--- src/rtl/mem_arbiter.sv ---
// mem_arbiter: shares one DMemory line port between I-cache and D-cache; MEM_ARB_FIXED_PRIO_EN selects fixed D-cache priority
module mem_arbiter #(
  parameter int ADDR_W  = 32,
  parameter int LINE_W  = 128,
  parameter int TIMEOUT = 64
) (
  input  logic              clock,
  input  logic              reset,
  input  logic              ic_req_valid,
  input  logic [ADDR_W-1:0] ic_req_addr,
  output logic              ic_rsp_ready,
  output logic [LINE_W-1:0] ic_rsp_data,
  input  logic              dc_req_valid,
  input  logic              dc_req_rw,
  input  logic [ADDR_W-1:0] dc_req_addr,
  input  logic [LINE_W-1:0] dc_req_data,
  output logic              dc_rsp_ready,
  output logic [LINE_W-1:0] dc_rsp_data,
  output logic              mem_req_valid,
  output logic              mem_req_rw,
  output logic [ADDR_W-1:0] mem_req_addr,
  output logic [LINE_W-1:0] mem_req_data,
  input  logic              mem_rsp_ready,
  input  logic [LINE_W-1:0] mem_rsp_data,
  output logic              busy,
  output logic              owner,
  output logic              err_timeout
);
  localparam int CW = $clog2(TIMEOUT + 1);
  typedef enum logic [1:0] {IDLE, GRANT_IC, GRANT_DC, RESP} state_t;
  state_t            state, state_nx;
  logic              owner_q, req_rw, err_q, any_req, pick_dc, granted, grant_now;
  logic [ADDR_W-1:0] req_addr;
  logic [LINE_W-1:0] req_data, rsp_data;
  logic [CW-1:0]     cnt, cnt_inc;
  assign any_req   = ic_req_valid | dc_req_valid;
  assign granted   = (state == GRANT_IC) | (state == GRANT_DC);
  assign grant_now = (state == IDLE) & any_req;
  assign cnt_inc   = (cnt == CW'(TIMEOUT)) ? cnt : cnt + 1'b1;
`ifdef MEM_ARB_FIXED_PRIO_EN
  assign pick_dc = dc_req_valid;
`else
  logic last_owner;
  assign pick_dc = dc_req_valid & (~ic_req_valid | ~last_owner);
  // Round-robin pointer: remembers who won the most recent grant
  always_ff @(posedge clock)
    if (!reset) last_owner <= 1'b1;
    else if (grant_now) last_owner <= pick_dc;
`endif
  // Next-state logic: one line transaction at a time, response pulse then back to idle
  always_comb begin
    state_nx = state;
    case (state)
      IDLE:               state_nx = any_req ? (pick_dc ? GRANT_DC : GRANT_IC) : IDLE;
      GRANT_IC, GRANT_DC: state_nx = mem_rsp_ready ? RESP : state;
      default:            state_nx = IDLE;
    endcase
  end
  // State, latched request/response and the saturating wait counter with sticky timeout flag
  always_ff @(posedge clock) begin
    if (!reset) begin
      state    <= IDLE;
      owner_q  <= 1'b0;
      req_rw   <= 1'b0;
      req_addr <= '0;
      req_data <= '0;
      rsp_data <= '0;
      cnt      <= '0;
      err_q    <= 1'b0;
    end else begin
      state <= state_nx;
      if (grant_now) begin
        owner_q  <= pick_dc;
        req_rw   <= pick_dc & dc_req_rw;
        req_addr <= pick_dc ? dc_req_addr : ic_req_addr;
        req_data <= pick_dc ? dc_req_data : '0;
        cnt      <= '0;
      end
      if (granted && mem_rsp_ready) rsp_data <= req_rw ? '0 : mem_rsp_data;
      if (granted && !mem_rsp_ready) begin
        cnt <= cnt_inc;
        if (cnt_inc == CW'(TIMEOUT)) err_q <= 1'b1;
      end
    end
  end
  assign mem_req_valid = granted;
  assign mem_req_rw    = req_rw;
  assign mem_req_addr  = req_addr;
  assign mem_req_data  = req_data;
  assign busy          = state != IDLE;
  assign owner         = owner_q;
  assign err_timeout   = err_q;
  assign ic_rsp_ready  = (state == RESP) & ~owner_q;
  assign dc_rsp_ready  = (state == RESP) & owner_q;
  assign ic_rsp_data   = ic_rsp_ready ? rsp_data : '0;
  assign dc_rsp_data   = dc_rsp_ready ? rsp_data : '0;
endmodule
--- config.mk ---
export PLATFORM = sky130hd
export DESIGN_NAME = mem_arbiter
export DESIGN_NICKNAME = d
export VERILOG_FILES = /design/src/rtl/mem_arbiter.sv
export SDC_FILE = /design/constraint.sdc
export NUM_CORES = 1
export LEC_CHECK = 0
export ABC_AREA = 1
export BUFFER_PORTS_ARGS = -buffer_cell sky130_fd_sc_hd__buf_2
export CAP_MARGIN = 30
export CORE_AREA = 3 3 294 296
export CTS_BUF_LIST = sky130_fd_sc_hd__clkbuf_8
export CTS_CLUSTER_SIZE = 40
export DETAILED_ROUTE_END_ITERATION = 6
export DIE_AREA = 0 0 297 299
export GPL_ROUTABILITY_DRIVEN = 1
export PLACE_DENSITY = 0.33
export SYNTH_ARGS = -nofsm -noshare
export SYNTH_HDL_FRONTEND = slang
export SYNTH_SLANG_ARGS = --single-unit
--- constraint.sdc ---
create_clock -name clock -period 4.9 [get_ports clock]
set_input_delay 1.225 -clock clock [delete_from_list [all_inputs] [get_ports clock]]
set_output_delay 1.225 -clock clock [all_outputs]
set_load 0.03 [all_outputs]
==> qor.txt, run 1 <==
Status -> complete, no violations
Most used cell, CP -> nor2_1
Post-synth EDFFs -> 0
Max rail drop VDD -> 283.6 uV
Postcts setup bufs -> 0
Worst path required time -> 3.67 ns
Die Width -> 297 um
DR DRC count -> 0
Slew Limit Fails -> 0
Finished Core Util -> 0.2193
Initial antenna violation count -> 13
YS warnings -> 0
Cell Rows -> 106
Setup TNS -> 0 ns
Largest net degree at the start of global routing -> 165
Final Hold Fails -> 0
I/O Buffers -> 748
Worst-margin pin slew -> 1.077 ns
Max Buffers Root-to-Sink -> 3
Global placer's final weighted congestion -> 0.8189
Syn_area_per_cell -> 7.276 um2
Synth Instances -> 1700
Synth async-reset ratio -> 0
Top-level I/O count -> 749
Initial Util -> 0.1476
Clk_skew -> 0.05091 ns
Fin crit share -> 0.8279
Rel. slew slack -> 0.2822
GRT Total Usage -> 0.1247
CTS tree -> built
Share of cells above drive strength 1 -> 0.3536
Critical Path Fanout Max -> 72
Max Freq -> 246.5 MHz
Clock sink count -> 301
Placed cells -> 3454
Top_reg_cell synth -> dfxtp_1
Later-pin clock latency in the skew report -> 0.66 ns
Die H -> 299 um
GRT overflow -> 0
Slowest stage delay, CP -> 0.60 ns
Cell Area, Synth -> 12370 um2
Vias in the first global route -> 13740
Delay-heaviest family, CP -> buffers and inverters
Drt wl/cell -> 16.51 um
Total CTS buffers -> 61
WHS -> 0.4499 ns
Setup CP Type -> reg -> out
Register area share after synthesis -> 0.4872
Register Area -> 6026 um2
Startpoint Class -> register
Root Driver -> clkbuf_8
Drt pass-1 iters -> 5
Overall routed net length -> 58.95 mm
Slowest CP cell -> buf_4
Commonest non-fill, non-tap cell in the layout -> buf_2
Hold_buf cts -> 0
Setup crit end kind -> output port
Leakage component of the power -> 8.426 nW
Crit path buffers/inverters -> 4
Hold Crit Class -> reg -> reg
Clock slew at reported path FFs -> 0.05 ns
Netlist cell types -> 21
Setup violators final -> 0
H-tree Lvls -> 2
Post-detail-place hpwl -> 43.12 mm
Area Growth Syn to Fin -> 48.62%
Critical-path cell list -> ha_1 > inv_1 > nor2_1 > inv_4 > buf_4 > nor2_1 > buf_2
Syn_nets -> 2031
Crit path DAT -> 2.83 ns
Max cap viols -> 0
ANT nets after route -> 0
Multi-input gate area -> 5159 um2
Drt first-iter violations -> 676
RSZ-0062 raised after global routing -> no
Core footprint -> 83820 um2
Die Footprint -> 88800 um2
First-pass GRT wire length -> 86.37 mm
Post-cts sizing count -> 0
Fillcell total -> 9628
Synth Register Bits -> 301
Min Tclk post-route -> 4.057 ns
Power density cells -> 490.7 nW/um2
Most frequent cells in the layout -> 748 x buf_2, 385 x nand2_1, 301 x dfxtp_1
Final Non-Filler Cells -> 3570
Via count -> 13930
Nets -> 2714
Drt via density -> 3.902
==> report_power, final <==
part / total, W / switching, W / internal (W)
sequential: 0.00328 / 0.000218 / 0.00306
clock: 0.00264 / 0.00120 / 0.00144
combinational: 0.00310 / 0.00228 / 0.000822
total: 0.00902 / 0.00369 / 0.00533
==> flip-flops by register name, indices dropped and copies added (netlist names) <==
name,count
cnt,7
err_timeout,1
last_owner,1
mem_req_addr,32
mem_req_data,128
mem_req_rw,1
owner,1
rsp_data,128
state,2
==> Yosys cell counts, types with 3 or more instances <==
cell type / count / area, um2
inv_1: 150 / 563.0
buf_1: 7 / 26.28
buf_4: 9 / 67.56
nor2_1: 267 / 1002
a31oi_1: 32 / 200.2
a21oi_1: 268 / 1341
buf_2: 59 / 295.3
clkbuf_1: 67 / 251.5
ha_1: 5 / 62.56
nand2_1: 387 / 1453
o21ai_0: 3 / 15.01
dfxtp_1: 301 / 6026
nand4_1: 3 / 18.77
a211oi_1: 128 / 960.9
nand3_1: 8 / 40.04
==> worst paths after layout <==
path                             from                         end  slack [ns]  depth (start not counted)
min          err_timeout$_SDFFE_PN0P_    err_timeout$_SDFFE_PN0P_        0.45                          2
min reg2reg  err_timeout$_SDFFE_PN0P_    err_timeout$_SDFFE_PN0P_        0.45                          2
max reg2reg     state[0]$_SDFFE_PN0N_  rsp_data[120]$_SDFFE_PN0P_        2.58                          6
max             state[0]$_SDFFE_PN0N_             ic_rsp_data[29]        0.84                          7
==> metal layers <==
layer	GRT usage	up-vias	part of all wire
li1	-	6862	-
met1	0.1344	6348	0.38
met2	0.2240	594	0.50
met3	0.04606	117	0.088
met4	0.04271	10	0.031
met5	0	-	0.0010
==> per-stage QoR <==
step	setup WS [ns]	cell area, um2	power, W
detailed placement	1.489	17140	0.006498
finish	0.8433	18380	0.009020
global route	0.5534	18380	0.009685
CTS	0.7025	18370	0.009288
global placement	1.558	17110	0.006446
floorplan	1.769	12370	0.005356
==> worst register-to-register path, cell delays in order, from the launching register on <==
cell and delay [ns]:
dfxtp_1 0.38, inv_1 0.06, ha_1 0.42, nand2_4 0.54, buf_4 0.53, a21oi_1 0.09
a211oi_1 0.21
==> kinds of logic (layout without fill, tap and decap cells) <==
family / after synthesis / count (layout) / synth area share
adders and majority gates: 5 / 5 / 0.005058
and+or+nand+nor: 667 / 667 / 0.2046
buffers and inverters: 293 / 1025 / 0.09761
DFF: 301 / 301 / 0.4872
xor gates and xnor gates: 1 / 1 / 0.0007082
AOI/OAI and AO/OA: 433 / 433 / 0.2048
other: 0 / 4 / 0
==> final cells by class <==
cell class,instances,share of cell area
diodes,4,0.0005445
inverters,151,0.03151
clock inverters,40,0.01327
repair buffers,762,0.2152
multi-input cells,1106,0.2806
flip-flops and latches,301,0.3278
clock buffers,72,0.05390
well taps,1134,0.07718
Note: power is estimated with default switching activity, not from simulation.
==> run 2, diff against run 1 <==
--- a/config.mk
+++ b/config.mk
@@ -8,13 +8,13 @@
 export ABC_AREA = 1
 export BUFFER_PORTS_ARGS = -buffer_cell sky130_fd_sc_hd__buf_2
 export CAP_MARGIN = 30
-export CORE_AREA = 3 3 294 296
+export CORE_AREA = 3 3 287 289
 export CTS_BUF_LIST = sky130_fd_sc_hd__clkbuf_8
 export CTS_CLUSTER_SIZE = 40
 export DETAILED_ROUTE_END_ITERATION = 6
-export DIE_AREA = 0 0 297 299
+export DIE_AREA = 0 0 290 292
 export GPL_ROUTABILITY_DRIVEN = 1
-export PLACE_DENSITY = 0.33
+export PLACE_DENSITY = 0.35
 export SYNTH_ARGS = -nofsm -noshare
 export SYNTH_HDL_FRONTEND = slang
 export SYNTH_SLANG_ARGS = --single-unit
==> constraint.sdc (replaced) <==
create_clock -name clock -period 3.3 [get_ports clock]
set_input_delay 0.825 -clock clock [delete_from_list [all_inputs] [get_ports clock]]
set_output_delay 0.825 -clock clock [all_outputs]
set_load 0.03 [all_outputs]
==> qor.txt, run 2 (synthesis results as in run 1) <==
Status -> complete, no violations
Slowest stage delay, CP -> 0.40 ns
I/O Buffers -> 748
DR DRC count -> 0
Crit path buffers/inverters -> 4
Root Driver -> clkbuf_8
Setup crit end kind -> output port
Hold Crit Start -> dc_req_data[115]
Hold Crit Class -> in -> reg
Placed cells -> 3401
Worst path required time -> 2.47 ns
Power density cells -> 732.6 nW/um2
Internal power -> 0.008180 W
Drt wl/cell -> 16.25 um
Via count -> 14020
GRT overflow -> 0
Drt via density -> 3.991
Critical Path Fanout Max -> 80
R2r endpoint -> mem_req_data[18]$_SDFFE_PN0P_
Vias in the first global route -> 13970
Worst R2R Setup Slack -> 1.17 ns
First-pass GRT wire length -> 85.35 mm
Worst r2r path cells -> 8
Crit path DAT -> 2.35 ns
WHS -> 0.4073 ns
Critical-path cell list -> ha_2 > inv_1 > nor2_2 > bufinv_16 > buf_12 > nor2_1 > buf_2
Top-level I/O count -> 749
Tot Pwr -> 0.01361 W
Largest net degree at the start of global routing -> 96
Global placer's final weighted congestion -> 0.7984
Fin crit share -> 0.9627
Most frequent cells in the layout -> 746 x buf_2, 385 x nand2_1, 301 x dfxtp_1
Delay-heaviest family, CP -> buffers and inverters
Startpoint Class -> register
Hold Path End -> mem_req_data[115]$_SDFFE_PN0P_
RSZ-0062 raised after global routing -> no
Die H -> 292 um
H-tree Lvls -> 2
ANT nets after route -> 0
Max Buffers Root-to-Sink -> 3
Max cap viols -> 0
Switching power -> 0.005430 W
Worst-margin pin slew -> 0.6367 ns
Combinational Power Share -> 0.344
Overall routed net length -> 57.10 mm
Hold_buf cts -> 0
Nets -> 2734
RR Startpoint -> state[0]$_SDFFE_PN0N_
Setup violators final -> 0
Leakage component of the power -> 8.574 nW
Clk_skew -> 0.04219 ns
Max Freq -> 314.8 MHz
Die Footprint -> 84680 um2
CTS tree -> built
Worst Hold Depth -> 3
Final Non-Filler Cells -> 3514
Reg power frac -> 0.357
Post-detail-place hpwl -> 43.15 mm
Slowest CP cell -> dfxtp_1
Cell Rows -> 104
Finished Core Util -> 0.2318
Final Hold Fails -> 0
Setup CP Type -> reg -> out
Die Width -> 290 um
Initial antenna violation count -> 20
Area Growth Syn to Fin -> 50.19%
Drt pass-1 iters -> 4
Rel. slew slack -> 0.5755
Core footprint -> 80160 um2
Clock sink count -> 301
Clock power frac -> 0.299
Total CTS buffers -> 60
Initial Util -> 0.1543
Commonest non-fill, non-tap cell in the layout -> buf_2
GRT Total Usage -> 0.1275
Max rail drop VDD -> 318.4 uV
Min Tclk post-route -> 3.177 ns
Later-pin clock latency in the skew report -> 0.66 ns
Switching share of power -> 0.3990
Drt first-iter violations -> 537
Clock slew at reported path FFs -> 0.06 ns
Share of cells above drive strength 1 -> 0.3594
Slew Limit Fails -> 0
Setup TNS -> 0 ns
## run 2: metrics by stage
stage               setup slack, ns  area [um2]
floorplan                    0.5689       12370
global placement             0.6002       17230
detailed placement           0.5118       17230
CTS                        0.003860       18550
global route                0.01071       18570
finish                       0.1231       18580
## run 2: power by group through the flow
| stage | Sequential, W | Clock, W | Combinational (W) |
|---|---|---|---|
| 2_1_floorplan | 0.00552 | 0 | 0.00244 |
| 3_3_place_gp | 0.00492 | 0 | 0.00473 |
| 3_5_place_dp | 0.00493 | 0 | 0.00475 |
| 4_1_cts | 0.00486 | 0.00429 | 0.00478 |
| 5_1_grt | 0.00495 | 0.00445 | 0.00516 |
| 6_report | 0.00486 | 0.00407 | 0.00469 |
## run 2: what timing repair did
item	4_1_cts	5_1_grt
setup buffers	0	0
gates resized for setup	4	7
setup endpoints to repair	51	51
## run 2: layout make-up
cell class	count	area [um2]
fillers	9117	61580
inverters	151	603.1
diodes	3	7.507
repair buffers	783	4165
flip-flops and latches	301	6026
well taps	1060	1326
clock buffers	78	1074
multi-input cells	1106	5164
clock inverters	32	212.7
## run 2: per-layer routing
layer  track usage  up-vias  wire length [um]
met1        0.1431     6387             22550
met5             0        -               103
met2        0.2255      592             27790
li1              -     6913                 -
met4       0.03590       16              1486
met3       0.04731      116              5172
## run 2: worst max path at each step
stage | start | end | slack [ns] | cells after the start
after detailed placement | state[0]$_SDFFE_PN0N_ | ic_rsp_data[36] | 0.51 | 7
after CTS | state[0]$_SDFFE_PN0N_ | ic_rsp_data[111] | 0.004 | 7
final | state[0]$_SDFFE_PN0N_ | ic_rsp_data[36] | 0.12 | 7
after global placement | state[0]$_SDFFE_PN0N_ | ic_rsp_data[33] | 0.60 | 7
after floorplan | state[0]$_SDFFE_PN0N_ | ic_rsp_data[100] | 0.57 | 7
after global routing | state[0]$_SDFFE_PN0N_ | ic_rsp_data[31] | 0.01 | 7
## run 2: worst register-to-register path: stages, from the launching register on
cell     delay, ns
dfxtp_1       0.35
inv_1         0.07
ha_1          0.36
inv_2         0.11
nor2_4        0.44
buf_12        0.26
buf_12        0.24
nand2_1       0.09
a21oi_1       0.13
==> run 3, diff against run 2 <==
--- a/config.mk
+++ b/config.mk
@@ -8,11 +8,11 @@
 export ABC_AREA = 1
 export BUFFER_PORTS_ARGS = -buffer_cell sky130_fd_sc_hd__buf_2
 export CAP_MARGIN = 30
-export CORE_AREA = 3 3 287 289
+export CORE_AREA = 2 2 289 291
 export CTS_BUF_LIST = sky130_fd_sc_hd__clkbuf_8
 export CTS_CLUSTER_SIZE = 40
 export DETAILED_ROUTE_END_ITERATION = 6
-export DIE_AREA = 0 0 290 292
+export DIE_AREA = 0 0 291 293
 export GPL_ROUTABILITY_DRIVEN = 1
 export PLACE_DENSITY = 0.35
 export SYNTH_ARGS = -nofsm -noshare
==> qor.txt, run 3 (synthesis results as in run 1) <==
Post-cts sizing count -> 0
Clk_skew -> 0.03037 ns
CTS tree -> built
Critical-path cell list -> ha_2 > inv_1 > nor2_1 > bufinv_8 > buf_12 > nor2_1 > buf_2
Clock slew at reported path FFs -> 0.06 ns
DR DRC count -> 0
Largest net degree at the start of global routing -> 116
Setup crit end kind -> output port
Vias in the first global route -> 13680
GRT overflow -> 0
ANT nets after route -> 0
Register Area -> 6026 um2
Most used cell, CP -> nor2_1
Share of cells above drive strength 1 -> 0.3605
Drt pass-1 iters -> 5
Worst r2r path cells -> 7
Setup TNS -> 0 ns
Later-pin clock latency in the skew report -> 0.65 ns
Fillcell total -> 9382
Power density cells -> 729.1 nW/um2
Top-level I/O count -> 749
Min Tclk post-route -> 3.100 ns
Final Non-Filler Cells -> 3519
Worst R2R Setup Slack -> 1.11 ns
Delay-heaviest family, CP -> buffers and inverters
First-pass GRT wire length -> 83.48 mm
Hold Crit Class -> in -> reg
Slowest stage delay, CP -> 0.38 ns
Die H -> 293 um
Area Growth Syn to Fin -> 49.80%
Die Width -> 291 um
Nets -> 2732
Die Footprint -> 85260 um2
Worst Hold Depth -> 3
Cell Rows -> 105
Core footprint -> 81850 um2
Commonest non-fill, non-tap cell in the layout -> buf_2
Drt first-iter violations -> 455
Max cap viols -> 0
Drt via density -> 3.951
Post-detail-place hpwl -> 42.76 mm
Critical Path Fanout Max -> 57
Placed cells -> 3409
Status -> complete, no violations
Multi-input gate area -> 5161 um2
Hold_buf cts -> 0
Initial Util -> 0.1511
Rel. slew slack -> 0.5813
Most frequent cells in the layout -> 748 x buf_2, 385 x nand2_1, 301 x dfxtp_1
Clock sink count -> 301
Setup violators final -> 0
Fin crit share -> 0.9393
Initial antenna violation count -> 21
GRT Total Usage -> 0.1260
Via count -> 13900
Slowest CP cell -> dfxtp_1
Slew Limit Fails -> 0
I/O Buffers -> 748
Crit path DAT -> 2.27 ns
RSZ-0062 raised after global routing -> no
Worst path required time -> 2.47 ns
Crit path buffers/inverters -> 4
H-tree Lvls -> 2
Max rail drop VDD -> 358.7 uV
Postcts setup bufs -> 0
Max Freq -> 322.6 MHz
Root Driver -> clkbuf_8
Startpoint Class -> register
Leakage component of the power -> 8.518 nW
Overall routed net length -> 56.87 mm
Total CTS buffers -> 60
Tot Pwr -> 0.01351 W
Drt wl/cell -> 16.16 um
Setup CP Type -> reg -> out
Global placer's final weighted congestion -> 0.8351
Worst-margin pin slew -> 0.6280 ns
Critical Path Stages -> 7
Max Buffers Root-to-Sink -> 3
Final Hold Fails -> 0
-- run 3: worst min-delay path, cell delays in order --
cell     delay [ns]
buf_2          0.09
nand2_1        0.05
a21oi_1        0.05
-- run 3: per-stage QoR --
stage	util	instance area (um2)	setup slack, ns	hold WS (ns)
CTS	0.2261	18500	0.05004	0.3271
global placement	0.2108	17260	0.8695	0.4469
detailed placement	0.2108	17260	0.8239	0.4504
finish	0.2264	18530	0.2003	0.4209
global route	0.2263	18520	0.008219	0.3575
floorplan	-	12370	0.5689	0.4417
-- run 3: area by class of cell --
| class | instances | area share |
|---|---|---|
| multi-input combinational | 1106 | 0.2785 |
| antenna | 5 | 0.0006753 |
| sequential | 301 | 0.3252 |
| timing repair buffer | 781 | 0.2242 |
| clock inverter | 28 | 0.01006 |
| clock buffer | 77 | 0.05720 |
| tap | 1070 | 0.07225 |
| inverter | 151 | 0.03187 |
-- run 3: final timing paths --
| check | to | start |
|---|---|---|
| max | ic_rsp_data[28] | state[1]$_SDFFE_PN0N_ |
| min | mem_req_data[120]$_SDFFE_PN0P_ | dc_req_data[120] |
| max reg2reg | mem_req_addr[28]$_SDFFE_PN0P_ | state[0]$_SDFFE_PN0N_ |
| min reg2reg | err_timeout$_SDFFE_PN0P_ | err_timeout$_SDFFE_PN0P_ |
-- run 3: layer usage --
layer  GRT usage  part of all wire  vias up
met5           0            0.0015        -
met4     0.04335             0.029       14
met3     0.04766             0.088      117
met2      0.2221              0.49      577
met1      0.1383              0.40     6284
li1            -                 -     6911
-- run 3: where the power goes --
part / total (W) / internal [W] / leakage, nW / switching, W
Combinational: 0.00463 / 0.00129 / 5.36 / 0.00335
Sequential: 0.00489 / 0.00455 / 2.46 / 0.000340
Clock: 0.00399 / 0.00224 / 0.700 / 0.00175
Total: 0.0135 / 0.00807 / 8.52 / 0.00544
